===== src/rtl/ex_pkg.sv =====
// Shared types and constants for the EX issue stage.
// Optional forwarding is enabled by defining EX_FORWARD_EN.
package ex_pkg;

    localparam logic [3:0] ALU_ADD  = 4'd0;
    localparam logic [3:0] ALU_SUB  = 4'd1;
    localparam logic [3:0] ALU_AND  = 4'd2;
    localparam logic [3:0] ALU_OR   = 4'd3;
    localparam logic [3:0] ALU_XOR  = 4'd4;
    localparam logic [3:0] ALU_SLT  = 4'd5;
    localparam logic [3:0] ALU_SLTU = 4'd6;
    localparam logic [3:0] ALU_SLL  = 4'd7;
    localparam logic [3:0] ALU_SRL  = 4'd8;
    localparam logic [3:0] ALU_SRA  = 4'd9;

    localparam logic OPA_RS1 = 1'b0;
    localparam logic OPA_PC  = 1'b1;
    localparam logic OPB_RS2 = 1'b0;
    localparam logic OPB_IMM = 1'b1;

`ifdef EX_FORWARD_EN
    localparam bit FWD_EN = 1'b1;
`else
    // Forwarding ports stay wired but every hit is masked off.
    localparam bit FWD_EN = 1'b0;
`endif

    typedef enum logic [1:0] {
        FWD_NONE = 2'd0,
        FWD_MEM  = 2'd1,
        FWD_WB   = 2'd2
    } fwd_sel_e;

    typedef struct packed {
        logic        valid;
        logic [31:0] pc;
        logic [31:0] rs1_data;
        logic [31:0] rs2_data;
        logic [31:0] imm;
        logic [4:0]  rs1_addr;
        logic [4:0]  rs2_addr;
        logic [4:0]  rd_addr;
        logic [3:0]  alu_op;
        logic        opa_sel;
        logic        opb_sel;
        logic        rd_wren;
    } ex_regs_t;

endpackage


===== src/rtl/ex_fwd_mux.sv =====
// Hit detection and MEM > WB > register priority select for one source operand.
// Hits are only honoured when EX_FORWARD_EN is defined (see ex_pkg::FWD_EN).
module ex_fwd_mux
    import ex_pkg::*;
(
    input  logic [4:0]  src_addr,
    input  logic [31:0] reg_data,
    input  logic        mem_valid,
    input  logic        mem_rd_wren,
    input  logic [4:0]  mem_rd_addr,
    input  logic [31:0] mem_rd_data,
    input  logic        wb_valid,
    input  logic        wb_rd_wren,
    input  logic [4:0]  wb_rd_addr,
    input  logic [31:0] wb_rd_data,
    output logic [31:0] fwd_data,
    output logic        wb_hit
);
    logic     mem_hit;
    fwd_sel_e sel;

    // x0 is never forwarded; it always reads as the registered zero.
    assign mem_hit = FWD_EN && mem_valid && mem_rd_wren
                     && (mem_rd_addr == src_addr) && (src_addr != 5'd0);
    assign wb_hit  = FWD_EN && wb_valid && wb_rd_wren
                     && (wb_rd_addr == src_addr) && (src_addr != 5'd0);

    always_comb begin
        sel = FWD_NONE;
        if (mem_hit)     sel = FWD_MEM;
        else if (wb_hit) sel = FWD_WB;
    end

    always_comb begin
        fwd_data = reg_data;
        case (sel)
            FWD_MEM: fwd_data = mem_rd_data;
            FWD_WB:  fwd_data = wb_rd_data;
            default: fwd_data = reg_data;
        endcase
    end

endmodule


===== src/rtl/ex_issue_stage.sv =====
// ID/EX pipeline register with operand forwarding, stall and flush.
// Define EX_FORWARD_EN to enable MEM/WB forwarding and stall refresh.
module ex_issue_stage
    import ex_pkg::*;
(
    input  logic        i_clk,
    input  logic        i_reset,
    input  logic        i_id_valid,
    input  logic [31:0] i_id_pc,
    input  logic [31:0] i_id_rs1_data,
    input  logic [31:0] i_id_rs2_data,
    input  logic [31:0] i_id_imm,
    input  logic [4:0]  i_id_rs1_addr,
    input  logic [4:0]  i_id_rs2_addr,
    input  logic [4:0]  i_id_rd_addr,
    input  logic [3:0]  i_id_alu_op,
    input  logic        i_id_opa_sel,
    input  logic        i_id_opb_sel,
    input  logic        i_id_rd_wren,
    input  logic        i_stall,
    input  logic        i_flush,
    input  logic        i_mem_valid,
    input  logic        i_mem_rd_wren,
    input  logic [4:0]  i_mem_rd_addr,
    input  logic [31:0] i_mem_rd_data,
    input  logic        i_wb_valid,
    input  logic        i_wb_rd_wren,
    input  logic [4:0]  i_wb_rd_addr,
    input  logic [31:0] i_wb_rd_data,
    output logic [31:0] o_operand_a,
    output logic [31:0] o_operand_b,
    output logic [3:0]  o_alu_op,
    output logic        o_ex_valid,
    output logic [31:0] o_ex_pc,
    output logic [4:0]  o_ex_rd_addr,
    output logic        o_ex_rd_wren,
    output logic [31:0] o_ex_rs2_data
);
    ex_regs_t    q;
    logic [31:0] fwd_rs1, fwd_rs2;
    logic        wb_hit_rs1, wb_hit_rs2;

    ex_fwd_mux u_fwd_rs1 (
        .src_addr(q.rs1_addr), .reg_data(q.rs1_data),
        .mem_valid(i_mem_valid), .mem_rd_wren(i_mem_rd_wren),
        .mem_rd_addr(i_mem_rd_addr), .mem_rd_data(i_mem_rd_data),
        .wb_valid(i_wb_valid), .wb_rd_wren(i_wb_rd_wren),
        .wb_rd_addr(i_wb_rd_addr), .wb_rd_data(i_wb_rd_data),
        .fwd_data(fwd_rs1), .wb_hit(wb_hit_rs1)
    );

    ex_fwd_mux u_fwd_rs2 (
        .src_addr(q.rs2_addr), .reg_data(q.rs2_data),
        .mem_valid(i_mem_valid), .mem_rd_wren(i_mem_rd_wren),
        .mem_rd_addr(i_mem_rd_addr), .mem_rd_data(i_mem_rd_data),
        .wb_valid(i_wb_valid), .wb_rd_wren(i_wb_rd_wren),
        .wb_rd_addr(i_wb_rd_addr), .wb_rd_data(i_wb_rd_data),
        .fwd_data(fwd_rs2), .wb_hit(wb_hit_rs2)
    );

    always_ff @(posedge i_clk or negedge i_reset) begin
        if (!i_reset) begin
            q <= '0;
        end else if (i_flush) begin
            q.valid <= 1'b0;
        end else if (i_stall) begin
            // A producer retiring from WB during the stall would otherwise be lost.
            if (wb_hit_rs1) q.rs1_data <= i_wb_rd_data;
            if (wb_hit_rs2) q.rs2_data <= i_wb_rd_data;
        end else begin
            q.valid    <= i_id_valid;
            q.pc       <= i_id_pc;
            q.rs1_data <= i_id_rs1_data;
            q.rs2_data <= i_id_rs2_data;
            q.imm      <= i_id_imm;
            q.rs1_addr <= i_id_rs1_addr;
            q.rs2_addr <= i_id_rs2_addr;
            q.rd_addr  <= i_id_rd_addr;
            q.alu_op   <= i_id_alu_op;
            q.opa_sel  <= i_id_opa_sel;
            q.opb_sel  <= i_id_opb_sel;
            q.rd_wren  <= i_id_rd_wren;
        end
    end

    assign o_operand_a   = (q.opa_sel == OPA_PC)  ? q.pc  : fwd_rs1;
    assign o_operand_b   = (q.opb_sel == OPB_IMM) ? q.imm : fwd_rs2;
    assign o_ex_rs2_data = fwd_rs2;
    assign o_alu_op      = q.alu_op;
    assign o_ex_valid    = q.valid;
    assign o_ex_pc       = q.pc;
    assign o_ex_rd_addr  = q.rd_addr;
    assign o_ex_rd_wren  = q.rd_wren & q.valid;

endmodule


===== config.mk =====
export PLATFORM = sky130hd
export DESIGN_NAME = ex_issue_stage
export DESIGN_NICKNAME = d
export VERILOG_FILES = /design/src/rtl/ex_pkg.sv /design/src/rtl/ex_fwd_mux.sv /design/src/rtl/ex_issue_stage.sv
export SDC_FILE = /design/constraint.sdc
export NUM_CORES = 1
export LEC_CHECK = 0
export CORE_AREA = 2 2 144 146
export CTS_CLUSTER_DIAMETER = 80
export DETAILED_ROUTE_END_ITERATION = 10
export DIE_AREA = 0 0 146 148
export MAX_ROUTING_LAYER = met4
export PLACE_DENSITY_LB_ADDON = 0.15
export SETUP_SLACK_MARGIN = 0.3
export SYNTH_ARGS = -nofsm -noshare
export SYNTH_HDL_FRONTEND = slang
export SYNTH_SLANG_ARGS = --single-unit

===== constraint.sdc =====
create_clock -name i_clk -period 1.7 [get_ports i_clk]
set_input_delay 0.51 -clock i_clk [delete_from_list [all_inputs] [get_ports i_clk]]
set_output_delay 0.51 -clock i_clk [all_outputs]
set_load 0.02 [all_outputs]

==> impl_metrics.yaml, run 1 <==
timing:
  rsz0062_at_grt: "true"
  hold_viol: 0
  whs_ns: 0.411
  maxSlewViolCount: 0
  worstMarginPinSlew_ns: 0.349
  fin_crit_ns: 2.13
  finalSetupViolCount: 64
  period_share_pct: 125
  finalClockSkew_ns: 0
  max_slew_margin_pct: 76.7
  max_freq_ghz: 0.470
  fin_ws_ns: -0.427
pwr:
  p_leak_nw: 5.64
  peakVddDrop_uv: 725
  p_total_w: 0.0132
  power.density_mw_per_mm2: 1100
critical_path:
  worst_r2r_endpoint: "q[2]"
  r2r-start: "q[2]"
  path_delay_family: "flip-flops"
  worst_r2r_path_depth: 3
  start_kind: "flop"
  r2r_slack_ns: 0.59
  path_class: "reg2out"
  cpMostUsedCell: "buf_6"
  cp.required_ns: 1.19
  worstPathCellList: "buf_6, clkbuf_16, mux2_4, buf_6"
  crit_path_max_incr_delay_ns: 0.46
  crit_path_end_kind: "output pin"
  path_max_fanout: 5
  crit_slowest_cell: "dfrtp_2"
  cp.arrival_ns: 1.62
  path_buf_inv: 3
  crit_start: "q[2]"
cts:
  tritoncts: "done"
  clk_path_buf_depth: 2
  numCtsBuffers: 17
  worstSkewPairLatency_ns: 0.40
  clk_transition_reported_paths_ns: 0.06
  cts_root_buf: "clkbuf_16"
  cts.sinks: 141
  htreeDepth: 4
floorplanning:
  rows: 52
  die_x_microns: 146
  dieArea_sq_mm: 0.0216
  die_y_microns: 148
  design.core.area_sq_mm: 0.0200
  initial_core_util_pct: 35.2
  ioPinCount: 372
drt:
  dr_total_vias: 4750
  first_pass_iters: 4
  routedWlPerCell_microns: 17.8
  viasPerCell: 4.47
  antenna_left: 0
  drcViolationCount: 0
  drt_iter0_drc: 96
  drt_wl_total_mm: 18.9
synthesis:
  yosysSeqAreaShare_pct: 50.0
  synthCells: 445
  netlist-cell-type-count: 11
  synth_area_leaders: "dfrtp_1 (50%), mux2_4 (21%), mux2_2 (17%)"
  yosys_warnings: 0
  synth_top_area_share_pct: 50.0
  avgSynthCellArea_sq_um: 15.9
  synth-seq-cells: 141
  synth_top_cell_by_area: "dfrtp_1"
  syn_nets: 678
  netlist_area_sq_mm: 0.00706
worst_hold_path:
  hold_class: "in2reg"
  holdPathStages: 2
  hold_end: "o_ex_valid"
  hp-start: "i_flush"
final_layout:
  diodes: 0
  drive_above_1_share_pct: 63.9
  final_cell_mix: "buf_6 (210), mux2_4 (163), clkdlybuf4s50_1 (141), dfrtp_1 (139), mux2_2 (41)"
  final_cells: 1063
  nNetsFinal: 1013
  area_growth_syn_to_layout_pct: 70.6
  fillCellCount: 1616
  final_common_cell: "buf_6"
global_routing:
  antenna_found_initial: 0
  grt.total_usage_pct: 18.1
  grt_pass1_vias: 5351
  grt_pass1_wl_mm: 29.5
  grt.overflow.total: 0
  grt_max_degree: 32
place:
  hpwl_mm: 13.3
  dpl.cell_count: 998
  io_buffer_count: 283
  gp_congestion: 0.772
status:
  violations: "setup timing"
  status: "complete, but fails checks"
flow_run:
  cap_violations: 0
sequential cells by signal, summed over array words and instances (netlist names):
signal,flops
o_alu_op,4
o_ex_pc,32
o_ex_rd_addr,5
o_ex_valid,1
q,99
per-stage QoR:
stage,util [%],area (sq um),TNS (ns),setup slack [ns]
5_1_grt,60.1,12000,-26.44,-0.479
2_1_floorplan,-,7350,0,0.232
6_report,60.1,12000,-23.23,-0.427
3_5_place_dp,52.4,10500,-57.85,-0.344
3_3_place_gp,52.4,10500,-55.68,-0.338
4_1_cts,57.8,11600,-24.96,-0.521
logic make-up (layout without fill, tap and decap cells):
logic type,Yosys count,after routing,synth area share [%]
buffers and inverters,96,444,11.7
DFF,141,141,50.0
muxes,205,205,38.0
and+or+nand+nor,3,3,0.301
cell type report:
class	count	area, sq um	area share (%)
multi-input cells	208	2940	24.5
well taps	270	338	2.81
repair buffers	412	4630	38.4
flip-flops and latches	141	3530	29.3
clock inverters	12	161	1.34
clock buffers	20	437	3.63
power breakdown:
| group | internal (W) | leakage, nW | switching, W |
|---|---|---|---|
| Clock | 0.00233 | 0.282 | 0.00146 |
| Combinational | 0.00324 | 3.70 | 0.00195 |
| Sequential | 0.00386 | 1.65 | 0.000343 |
per-layer routing:
| metal | vias to the layer above | GRT usage (%) | share of wire [%] |
|---|---|---|---|
| li1 | 2162 | - | - |
| met1 | 2389 | 20.8 | 41 |
| met2 | 183 | 30.5 | 51 |
| met3 | 16 | 5.77 | 6.6 |
| met4 | 0 | 5.15 | 1.2 |
| met5 | - | - | 0 |
worst max-delay path by stage:
stage / end / slack (ns) / depth (start not counted)
final: o_operand_a[11] / -0.43 / 4
after global routing: o_operand_a[20] / -0.48 / 4
after CTS: o_operand_a[15] / -0.52 / 3
after detailed placement: o_operand_b[30] / -0.34 / 3
after global placement: o_operand_b[30] / -0.34 / 3
after floorplan: o_operand_a[0] / 0.23 / 3
synth_stat cells:
master,n
mux2i_1,1
dfrtp_1,141
and2_1,1
buf_4,73
mux2_4,100
buf_2,12
nor2_4,1
nor2_1,1
buf_12,10
mux2_2,104
buf_8,1
timing repair:
item | CTS | global route
buffers inserted | 18 | 5
pin swaps | 1 | 0
endpoints found under the setup margin | 273 | 139
hold buffers | 1 | 0
endpoints found under the hold margin | 24 | 0
gates resized for setup | 798 | 131
cloned | 7 | 2
No activity file was read; power rests on OpenSTA's default activity.
==> inputs of run 2 (changes only) <==
- CORE_AREA: 2 2 144 146 -> 2 2 143 145
- DIE_AREA: 0 0 146 148 -> 0 0 145 147
- DONT_BUFFER_PORTS: default -> 1
- RECOVER_POWER: default -> 25
==> run 2 against run 1 <==
Effect of this change: the run ends with hold timing, setup timing left; non-clock buffer count shrank 390; via count shrank 33%; flip-flop and latch count is the same; maximum frequency grew 10%; die area shrank 1.4%; final area shrank 36%; clock skew is the same; clock power shrank 9.2%.
==> impl_metrics.yaml, run 2 (same netlist as run 1, synthesis figures left out) <==
status:
  status: "complete, but fails checks"
  violations: "hold timing, setup timing"
critical_path:
  cp.arrival_ns: 1.42
  start_kind: "flop"
  cp.required_ns: 1.19
  path_delay_family: "flip-flops"
  crit_path_end_kind: "output pin"
  worstPathCellList: "buf_12, mux2_4"
  path_buf_inv: 1
  crit_slowest_cell: "dfrtp_2"
  crit_path_max_incr_delay_ns: 0.43
  path_class: "reg2out"
  path_max_fanout: 19
floorplanning:
  initial_core_util_pct: 35.6
  rows: 52
  ioPinCount: 372
  die_y_microns: 147
  design.core.area_sq_mm: 0.0198
  die_x_microns: 145
  dieArea_sq_mm: 0.0213
final_layout:
  nNetsFinal: 623
  final_cell_mix: "mux2_4 (163), dfrtp_2 (76), dfrtp_1 (65), mux2_2 (41), clkbuf_16 (17)"
  largest_register: "q"
  final_common_cell: "mux2_4"
  largest_reg_flops: 99
  drive_above_1_share_pct: 82.6
  area_growth_syn_to_layout_pct: 9.45
  final_area_sq_mm: 0.00772
  diodes: 0
  fillCellCount: 1829
pwr:
  p_clk_share_pct: 33.4
  p_int_w: 0.00720
  peakVddDrop_uv: 589
  power.density_mw_per_mm2: 1330
  sw_frac_of_total_pct: 30.0
  pwr-share-seq_pct: 45.2
  power_switching_w: 0.00308
  pwr-share-comb_pct: 21.4
  p_leak_nw: 3.43
cts:
  postCtsSetupBuffers: 0
  numCtsBuffers: 17
  clk_transition_reported_paths_ns: 0.06
  tritoncts: "done"
  htreeDepth: 4
  cts.sinks: 141
  worstSkewPairLatency_ns: 0.40
  cts_root_buf: "clkbuf_16"
  clk_path_buf_depth: 2
place:
  placed_cell_area_sq_mm: 0.00706
  pre_cts_slack_ns: 0.136
  gp_congestion: 0.730
  hpwl_mm: 9.73
  io_buffer_count: 0
timing:
  fin_ws_ns: -0.227
  period_share_pct: 113
  hold_viol: 141
  rsz0062_at_grt: "true"
  fin_crit_ns: 1.93
  max_slew_margin_pct: 84.8
  worstMarginPinSlew_ns: 0.229
  finalSetupViolCount: 64
  maxSlewViolCount: 0
  finalClockSkew_ns: 0
  whs_ns: -0.203
  max_freq_ghz: 0.519
drt:
  routedWlPerCell_microns: 20.6
  drt_wl_total_mm: 13.8
  antenna_left: 0
  drt_iter0_drc: 42
  viasPerCell: 4.70
  dr_total_vias: 3165
  drcViolationCount: 0
  first_pass_iters: 3
global_routing:
  grt_max_degree: 142
  grt.total_usage_pct: 13.6
  grt_pass1_vias: 3565
  grt_pass1_wl_mm: 21.9
  antenna_found_initial: 0
  grt.overflow.total: 0
flow_run:
  cap_violations: 0
worst_hold_path:
  hold_class: "in2async"
-- run 2: cell types whose count changed in the layout (fill, tap and decap cells not counted), sizes merged --
cell | previous run | this run
clkinvlp | 3 | 0
inv | 3 | 0
bufinv | 3 | 1
clkdlybuf4s15 | 1 | 0
buf | 264 | 22
clkinv | 3 | 10
bufbuf | 4 | 0
dlygate4sd3 | 1 | 0
clkdlybuf4s50 | 141 | 0
-- run 2: path summary, 6_finish.rpt --
check / from / to / slack [ns] / cells after the start
min in group i_clk: i_flush / o_ex_valid / 0.16 / 1
max in group asynchronous: i_reset / q[85] / 1.74 / 0
max reg2reg: q[2] / q[2] / 0.71 / 2
min reg2reg: q[35] / q[35] / 0.51 / 1
max: q[1] / o_operand_b[28] / -0.23 / 2
min: i_reset / q[37] / -0.20 / 0
-- run 2: routing by layer --
layer	track usage (%)	vias up	share of wire (%)
li1	-	1369	-
met1	16.9	1621	43
met2	20.3	167	47
met3	5.93	8	9.0
met4	3.86	0	0.87
met5	-	-	0
-- run 2: timing repair --
action,CTS,global route
hold endpoints to repair,141,141
endpoints found under the setup margin,133,139
gates cloned,0,0
resized for setup,76,7
-- run 2: worst register-to-register path, delay by kind of cell (launching register included) --
family   cells  cell delay, ns
flops        1            0.42
mux          1            0.27
buf+inv      1            0.19
-- run 2: final cells by class --
cell class | count | area, sq um | share of cell area (%)
clock buffers | 21 | 450 | 5.83
multi-input cells | 208 | 2940 | 38.1
clock inverters | 11 | 95.1 | 1.23
repair buffers | 22 | 273 | 3.53
flip-flops and latches | 141 | 3620 | 46.9
well taps | 270 | 338 | 4.37
-- run 2: power groups by stage --
stage                     registers [W]  logic, W  clock network, W
after global placement          0.00464   0.00217                 0
after CTS                       0.00465   0.00222           0.00360
after global routing            0.00472   0.00230           0.00375
final                           0.00465   0.00219           0.00344
after detailed placement        0.00465   0.00218                 0
after floorplan                 0.00414   0.00277                 0
-- run 2: through the flow --
stage	util, %	TNS, ns	std cells	hold slack [ns]	power (W)
6_report	38.9	-12.73	673	-0.203	0.0103
5_1_grt	38.9	-16.87	673	-0.239	0.0108
4_1_cts	38.9	-15.23	673	-0.231	0.0105
3_5_place_dp	35.6	0	641	0.218	0.00683
3_3_place_gp	35.6	0	641	0.218	0.00681
2_1_floorplan	-	0	445	0.214	0.00691
